$ cat src/rtl/sl_preceptron_seq.sv
`default_nettype none
// ============================================================================
// sl_preceptron_seq : single-layer perceptron sequencer (saturating MAC + compare)
// Revision 1.0
// ============================================================================
module sl_preceptron_seq #(
    parameter int DATA_WIDTH = 8,
    parameter int VEC_LEN    = 52,
    parameter int ACC_WIDTH  = 24,
    parameter int TIMEOUT    = 255
) (
    input  logic                       clk,
    input  logic                       rst_n,
    input  logic                       start,
    input  logic [ACC_WIDTH-1:0]       bias,
    input  logic [ACC_WIDTH-1:0]       threshold,
    input  logic                       sample_valid,
    input  logic [DATA_WIDTH-1:0]      sample,
    output logic [$clog2(VEC_LEN)-1:0] w_addr,
    input  logic [DATA_WIDTH-1:0]      w_data,
    output logic                       busy,
    output logic                       result_valid,
    output logic                       result,
    output logic [ACC_WIDTH-1:0]       acc_out,
    output logic                       sat,
    output logic                       err
);

    localparam int C_ADDR_W = $clog2(VEC_LEN);
    localparam int C_IDLE_W = $clog2(TIMEOUT + 1);
    localparam int C_PROD_W = 2 * DATA_WIDTH;

    localparam logic [C_ADDR_W-1:0]  C_LAST_IDX = C_ADDR_W'(VEC_LEN - 1);
    localparam logic [C_IDLE_W-1:0]  C_TO_LAST  = C_IDLE_W'(TIMEOUT - 1);
    localparam logic [ACC_WIDTH-1:0] C_ACC_MAX  = {1'b0, {(ACC_WIDTH-1){1'b1}}};
    localparam logic [ACC_WIDTH-1:0] C_ACC_MIN  = {1'b1, {(ACC_WIDTH-1){1'b0}}};

    typedef enum logic [1:0] {
        S_IDLE    = 2'd0,
        S_ACCUM   = 2'd1,
        S_COMPARE = 2'd2,
        S_DONE    = 2'd3
    } state_t;

    state_t                r_state;
    logic [ACC_WIDTH-1:0]  r_acc;
    logic [ACC_WIDTH-1:0]  r_thr;
    logic [C_ADDR_W-1:0]   r_cnt;
    logic [C_IDLE_W-1:0]   r_idle_cnt;
    logic                  r_busy;
    logic                  r_result_valid;
    logic                  r_result;
    logic                  r_sat;
    logic                  r_err;

    logic signed [C_PROD_W-1:0] w_sample_x;
    logic signed [C_PROD_W-1:0] w_weight_x;
    logic signed [C_PROD_W-1:0] w_prod;
    logic [ACC_WIDTH:0]         w_sum;
    logic                       w_ovf;
    logic [ACC_WIDTH-1:0]       w_acc_next;

    // Operands widened first so the product keeps its full 2*DATA_WIDTH range
    assign w_sample_x = {{DATA_WIDTH{sample[DATA_WIDTH-1]}}, sample};
    assign w_weight_x = {{DATA_WIDTH{w_data[DATA_WIDTH-1]}}, w_data};
    assign w_prod     = w_sample_x * w_weight_x;

    assign w_sum = {r_acc[ACC_WIDTH-1], r_acc}
                 + {{(ACC_WIDTH + 1 - C_PROD_W){w_prod[C_PROD_W-1]}}, w_prod};

    // One guard bit suffices: overflow shows as the two top bits disagreeing
    assign w_ovf      = w_sum[ACC_WIDTH] ^ w_sum[ACC_WIDTH-1];
    assign w_acc_next = w_ovf ? (w_sum[ACC_WIDTH] ? C_ACC_MIN : C_ACC_MAX)
                              : w_sum[ACC_WIDTH-1:0];

    always_ff @(posedge clk or negedge rst_n) begin
        if (!rst_n) begin
            r_state        <= S_IDLE;
            r_acc          <= '0;
            r_thr          <= '0;
            r_cnt          <= '0;
            r_idle_cnt     <= '0;
            r_busy         <= 1'b0;
            r_result_valid <= 1'b0;
            r_result       <= 1'b0;
            r_sat          <= 1'b0;
            r_err          <= 1'b0;
        end else begin
            r_result_valid <= 1'b0;
            case (r_state)
                S_IDLE: begin
                    if (start) begin
                        r_state    <= S_ACCUM;
                        r_acc      <= bias;
                        r_thr      <= threshold;
                        r_cnt      <= '0;
                        r_idle_cnt <= '0;
                        r_busy     <= 1'b1;
                        r_sat      <= 1'b0;
                        // A sample arriving with start is stray and is flagged
                        r_err      <= sample_valid;
                    end else if (sample_valid) begin
                        r_err <= 1'b1;
                    end
                end
                S_ACCUM: begin
                    if (sample_valid) begin
                        r_acc      <= w_acc_next;
                        r_cnt      <= r_cnt + C_ADDR_W'(1);
                        r_idle_cnt <= '0;
                        if (w_ovf) begin
                            r_sat <= 1'b1;
                        end
                        if (r_cnt == C_LAST_IDX) begin
                            r_state <= S_COMPARE;
                        end
                    end else if (r_idle_cnt == C_TO_LAST) begin
                        r_state    <= S_IDLE;
                        r_busy     <= 1'b0;
                        r_err      <= 1'b1;
                        r_cnt      <= '0;
                        r_idle_cnt <= '0;
                    end else begin
                        r_idle_cnt <= r_idle_cnt + C_IDLE_W'(1);
                    end
                end
                S_COMPARE: begin
                    r_result       <= ($signed(r_acc) >= $signed(r_thr));
                    r_result_valid <= 1'b1;
                    r_busy         <= 1'b0;
                    r_state        <= S_DONE;
                    if (sample_valid) begin
                        r_err <= 1'b1;
                    end
                end
                S_DONE: begin
                    r_state <= S_IDLE;
                    r_cnt   <= '0;
                    if (sample_valid) begin
                        r_err <= 1'b1;
                    end
                end
                default: begin
                    r_state <= S_IDLE;
                    r_busy  <= 1'b0;
                    r_cnt   <= '0;
                end
            endcase
        end
    end

    assign w_addr       = r_cnt;
    assign busy         = r_busy;
    assign result_valid = r_result_valid;
    assign result       = r_result;
    assign acc_out      = r_acc;
    assign sat          = r_sat;
    assign err          = r_err;

endmodule
`default_nettype wire
$ cat config.mk
export PLATFORM = sky130hd
export DESIGN_NAME = sl_preceptron_seq
export DESIGN_NICKNAME = d
export VERILOG_FILES = /design/src/rtl/sl_preceptron_seq.sv
export SDC_FILE = /design/constraint.sdc
export NUM_CORES = 1
export LEC_CHECK = 0
export ABC_AREA = 1
export CAP_MARGIN = 20
export CORE_MARGIN = 5
export CORE_UTILIZATION = 26
export CTS_CLUSTER_DIAMETER = 50
export DETAILED_ROUTE_END_ITERATION = 16
export MAX_ROUTING_LAYER = met4
export PLACE_DENSITY = 0.46
export SLEW_MARGIN = 0
export SYNTH_ARGS = -nofsm -noshare
export SYNTH_HDL_FRONTEND = slang
export SYNTH_SLANG_ARGS = --single-unit
$ cat constraint.sdc
create_clock -name clk -period 5.5 [get_ports clk]
set_clock_uncertainty 0.05 [all_clocks]
set_input_delay 1.375 -clock clk [delete_from_list [all_inputs] [get_ports clk]]
set_output_delay 1.375 -clock clk [all_outputs]
set_load 0.1 [all_outputs]
# Yosys cells after proc, flatten, opt, wreduce, memory -nomap -nowiden
# Index checks and enable logic that the tools add are counted.
# Widths: inputs -> output; s select.
# totals
reg_bits	69
inputBits	68
out_inout_bits	35
wordCells	73
# classes
addsub	3
n_mul	1
magnitude_cmp	1
n_eq_ne	12
muxes	32
bitwise_logic	1
reduce_logical	13
# op_table
op	count
$mux 24	4
$pmux 24 s2	1
$add 24x16->25	1
$ge 24x24->1	1
$mux 8	3
$mux 6	3
$pmux 6 s3	1
$mul 8x8->16	1
$pmux 8 s2	1
$mux 1	11
$ne 2x2->1 const B	5
$reduce_and 3->1	3
$add 8x1->8 const B	1
$eq 8x8->1 const B	1
$mux 2	4
$pmux 2 s4	1
$reduce_and 4->1	2
$add 6x1->6 const B	1
$eq 6x6->1 const B	1
$ne 3x3->1 const B	2
$pmux 1 s3	2
$reduce_and 2->1	3
$reduce_bool 3->1	2
$eq 2x2->1 const B	2
6 further kinds	6

# Depth between registers and ports, before layout
# depth
depth_word	6
mapped_depth	28
ltp_nobuf	26

# Least setup slack after synthesis
# No wires, ideal clock.
# synth_timing
path_kind	input port to flip-flop
start	input sample[7]
end	register r_acc[18] (netlist: acc_out[18])
setup_ns	0.120
t_arrival_ns	6.204
required_ns	5.330
slack_ns	-0.874
stages	28
path_buffers	2
path_cell_list	clkbuf_1 -> nand2_1 -> inv_1 -> fa_1 -> inv_1 -> fa_1 -> inv_1 -> fa_1 -> inv_1 -> fa_1 -> inv_1 -> ha_1 -> ha_1 -> nand2_1 -> inv_2 -> nand3_2 -> a21oi_1 -> nor2_1 -> nand3_2 -> nand2_2 -> nand2_2 -> nand2_4 -> nand2_4 -> buf_12 -> nand2_2 -> nand2_1 -> nand2_1 -> nand2_1
# synth_between
elab_chain_cells	6
# synth_rtl
element	line_no	source
start: declaration	18	input logic [DATA_WIDTH-1:0] sample,
$mul 8x8->16 (*)	66	assign w_prod = w_sample_x * w_weight_x;
$add 24x16->25 (*)	69	+ {{(ACC_WIDTH + 1 - C_PROD_W){w_prod[C_PROD_W-1]}}, w_prod};
$mux 24 or $xor 1x1->1 (tied branches)	73, 72	
$mux 24 (*)	73	assign w_acc_next = w_ovf ? (w_sum[ACC_WIDTH] ? C_ACC_MIN : C_ACC_MAX)
$mux 24 (*)	107	if (sample_valid) begin
$pmux 24 s2 (*)	90	case (r_state)
end signal: assignment	94	r_acc <= bias;
end signal: assignment	108	r_acc <= w_acc_next;
end: declaration	46	logic [ACC_WIDTH-1:0] r_acc;
# Every way passes the cells marked *; elsewhere a longest branch is shown, timed or not. The select of a mux whose other input is x is not followed.
# A chain may end at the register's enable or synchronous reset.

# Worst setup path after layout
# layout_timing
start	input w_data[6]
end	register r_acc[11] (netlist: acc_out[11])
# layout_between
elab_chain_cells	6
# layout_rtl
element	line_no	source
start: declaration	20	input logic [DATA_WIDTH-1:0] w_data,
$mul 8x8->16 (*)	66	
$add 24x16->25 (*)	69	
$mux 24 or $xor 1x1->1 (tied branches)	73, 72	
$mux 24 (*)	73	
$mux 24 (*)	107	
$pmux 24 s2 (*)	90	
# Marks and branches as above.

==> impl_metrics.ini <==
[synthesis]
yosys_warnings = 0
synth_xor_xnor_area_share = 0.01579
syn_nets = 1406
synth-edff-count = 0
syn_inst = 1143
synth_top_area_frac = 0.2437
synth_area_sq_mm = 0.008874
synth_common_cells = nand2_1, inv_1, fa_1
yosys.area.top_type = fa_1
synth-simple-area-share = 0.2452
synth.area.top_cells = fa_1, dfrtp_1, nand2_1, ha_1, inv_1
syn_avg_cell_area_sq_um = 7.763
synth_seq_area_share = 0.1946
async_reset_ff_frac = 1.000
synthMuxAreaShare = 0
yosysUniqueCellTypes = 41
synth_compound_area_frac = 0.06120
synth_top_family_by_area = adder cells
yosysMostFrequentCell = nand2_1
synth_ff_type = dfrtp_1
synth-adder-area-share = 0.3663
ys_ff_latch = 69

[final_layout]
final_layout_size_suffix_gt1_frac = 0.2506
nets = 1619
fin_cells = 1809
fin_area_sq_mm = 0.01252
n_fill_cell = 3530
fin_util = 0.3725
antenna_cells = 0
area_growth_pct = 41.12

[worst_setup_path]
crit_path_max_fanout = 7
crit_path_start = w_data[6]
required_ps = 5670
cp-start-kind = input pin
r2r_start = acc_out[21]$_DFFE_PN0P_
endpoint_kind = register
arrival_ps = 6030
crit_type = input pin to register

[sta]
fmax_ghz = 0.1707
worst_pin_slew_ps = 1016
rsz0062_at_grt = yes
finalSetupViolCount = 25
period_needed_ps = 5860
layout_setup_ws_ps = -359.5
final-hold-violation-count = 0
slew-limit-headroom = 0.3216
final_max_slew_viol_count = 0
period_share = 1.065

[grt]
grt.total_usage = 0.1500
antenna_found_initial = 0
grt_overflow_total = 0
grt_max_degree = 70
grt_pass1_vias = 8194
grt_pass1_wl_microns = 44610

[routing]
firstDrtPassIters = 5
viasPerCell = 4.212
drt_iter0_drc = 356
drt_wl_total_microns = 26730
wl_per_cell_microns = 14.78
postRouteAntennaNets = 0
drc = 0
dr_total_vias = 7619

[die]
start_util = 0.2640
die_height_microns = 194.7
die-area_sq_mm = 0.03792
io_pins = 103
coreArea_sq_mm = 0.03362
fp.dieW_microns = 194.7
num_rows = 67

[run_status]
run_status = complete, but fails checks
violations = negative setup slack

[placed_design]
gp_congestion = 0.8463
dp_hpwl_microns = 22290
placed_cells = 1771
place_area_sq_mm = 0.01169
io_buffers = 102

[clocking]
cts_buffers = 9
root_buffer = clkbuf_16
path_clk_slew_ps = 60
numClockSinks = 69
cts_tree = done
worstSkewPairLatency_ps = 340
hold_buffers = 0
cts_max_level = 3
clockBufferDepth = 2

[hold_path]
min_from = busy$_DFFE_PN0P_
hp-class = register to register

[job]
maxCapViolCount = 0
[routing by layer]
layer,vias to the layer above,share of wire,global-route usage
li1,3898,-,-
met1,3626,0.48,0.2013
met2,81,0.49,0.2520
met3,14,0.020,0.01766
met4,0,0.0095,0.01991
met5,-,0,-
[layout make-up]
| type | count | area, sq um | area share |
|---|---|---|---|
| clock buffer | 10 | 239.0 | 0.01908 |
| clock inverter | 6 | 62.56 | 0.004996 |
| inverter | 232 | 888.4 | 0.07094 |
| multi-input combinational | 811 | 6874 | 0.5490 |
| sequential | 69 | 1727 | 0.1379 |
| tap | 448 | 560.5 | 0.04476 |
| timing repair buffer | 233 | 2171 | 0.1734 |
[worst max-delay path, stage by stage]
cell and delay (ps):
dlygate4sd2_1 300, buf_4 160, nand2_1 70, o21ai_1 80, ha_1 300, inv_1 60, fa_2 660, clkinv_4 140
fa_1 530, inv_2 50, fa_1 510, inv_2 50, ha_4 240, ha_4 290, nand2_4 50, inv_2 60
nand3_4 70, nor2_4 150, nand3_2 100, nand3_2 100, nand2_1 60, nand2_2 120, nand2_4 110, clkbuf_16 180
nand2_2 50, nand2_1 50, nand2_1 50, nand2_1 50
[registers in the layout, summed over array words and instances (netlist names), named ones only]
signal and cells:
acc_out 24, r_thr 24, r_idle_cnt 8, w_addr 6
busy 1, err 1, r_state 1, result 1
result_valid 1, sat 1
[path summary, 6_finish.rpt]
path / endpoint / slack (ps) / cells past startpoint
min in group asynchronous: r_thr[2]$_DFFE_PN0P_ / 1110 / 1
max: acc_out[11]$_DFFE_PN0P_ / -360 / 28
min reg2reg: busy$_DFFE_PN0P_ / 440 / 2
max in group asynchronous: r_thr[0]$_DFFE_PN0P_ / 3660 / 1
max reg2reg: acc_out[11]$_DFFE_PN0P_ / 770 / 24
min: busy$_DFFE_PN0P_ / 440 / 2
[per-stage QoR]
| step | hold slack, ps | worst slack (ps) | setup TNS [ps] |
|---|---|---|---|
| finish | 435.5 | -359.5 | -8093 |
| global route | 478.1 | -584.0 | -13600 |
| CTS | 442.5 | -403.1 | -9014 |
| detailed placement | 429.4 | -1106 | -26800 |
| global placement | 432.5 | -1054 | -25340 |
| floorplan | 402.8 | -368.3 | -8079 |
[kinds of logic after synthesis]
group / count (synthesis)
buffers and inverters: 263
DFF: 69
adders and majority gates: 195
xor gates and xnor gates: 16
and+or+nand+nor: 498
AOI/OAI and AO/OA: 102
[cells in the final DEF, fill, tap and decap left out, types with 8 or more instances in the layout]
cell type / synthesis / routed
a21oi_1: 41 / 30
buf_12: 1 / 8
buf_4: 1 / 111
buf_6: 2 / 10
clkbuf_16: 0 / 12
clkdlybuf4s50_1: 0 / 86
dfrtp_1: 69 / 69
dlygate4sd2_1: 0 / 9
fa_1: 108 / 103
ha_1: 87 / 54
ha_4: 0 / 32
inv_1: 220 / 203
inv_2: 11 / 24
nand2_1: 316 / 284
nand2_2: 23 / 41
nand2_4: 2 / 14
nand3_1: 34 / 25
nand3_2: 6 / 14
nand4_1: 17 / 17
nor2_1: 64 / 56
nor2_2: 3 / 9
o21ai_0: 48 / 43
or2_2: 15 / 14
xor2_1: 11 / 10
[timing repair]
| action | 4_1_cts | 5_1_grt |
|---|---|---|
| gates resized for setup | 77 | 59 |
| setup buffers | 12 | 8 |
| setup endpoints to repair | 25 | 25 |
| pin swaps | 59 | 51 |
| gates cloned | 1 | 2 |
Power is not shown: default switching activity piles up to over one toggle a cycle in this logic, so the estimate is an artifact.
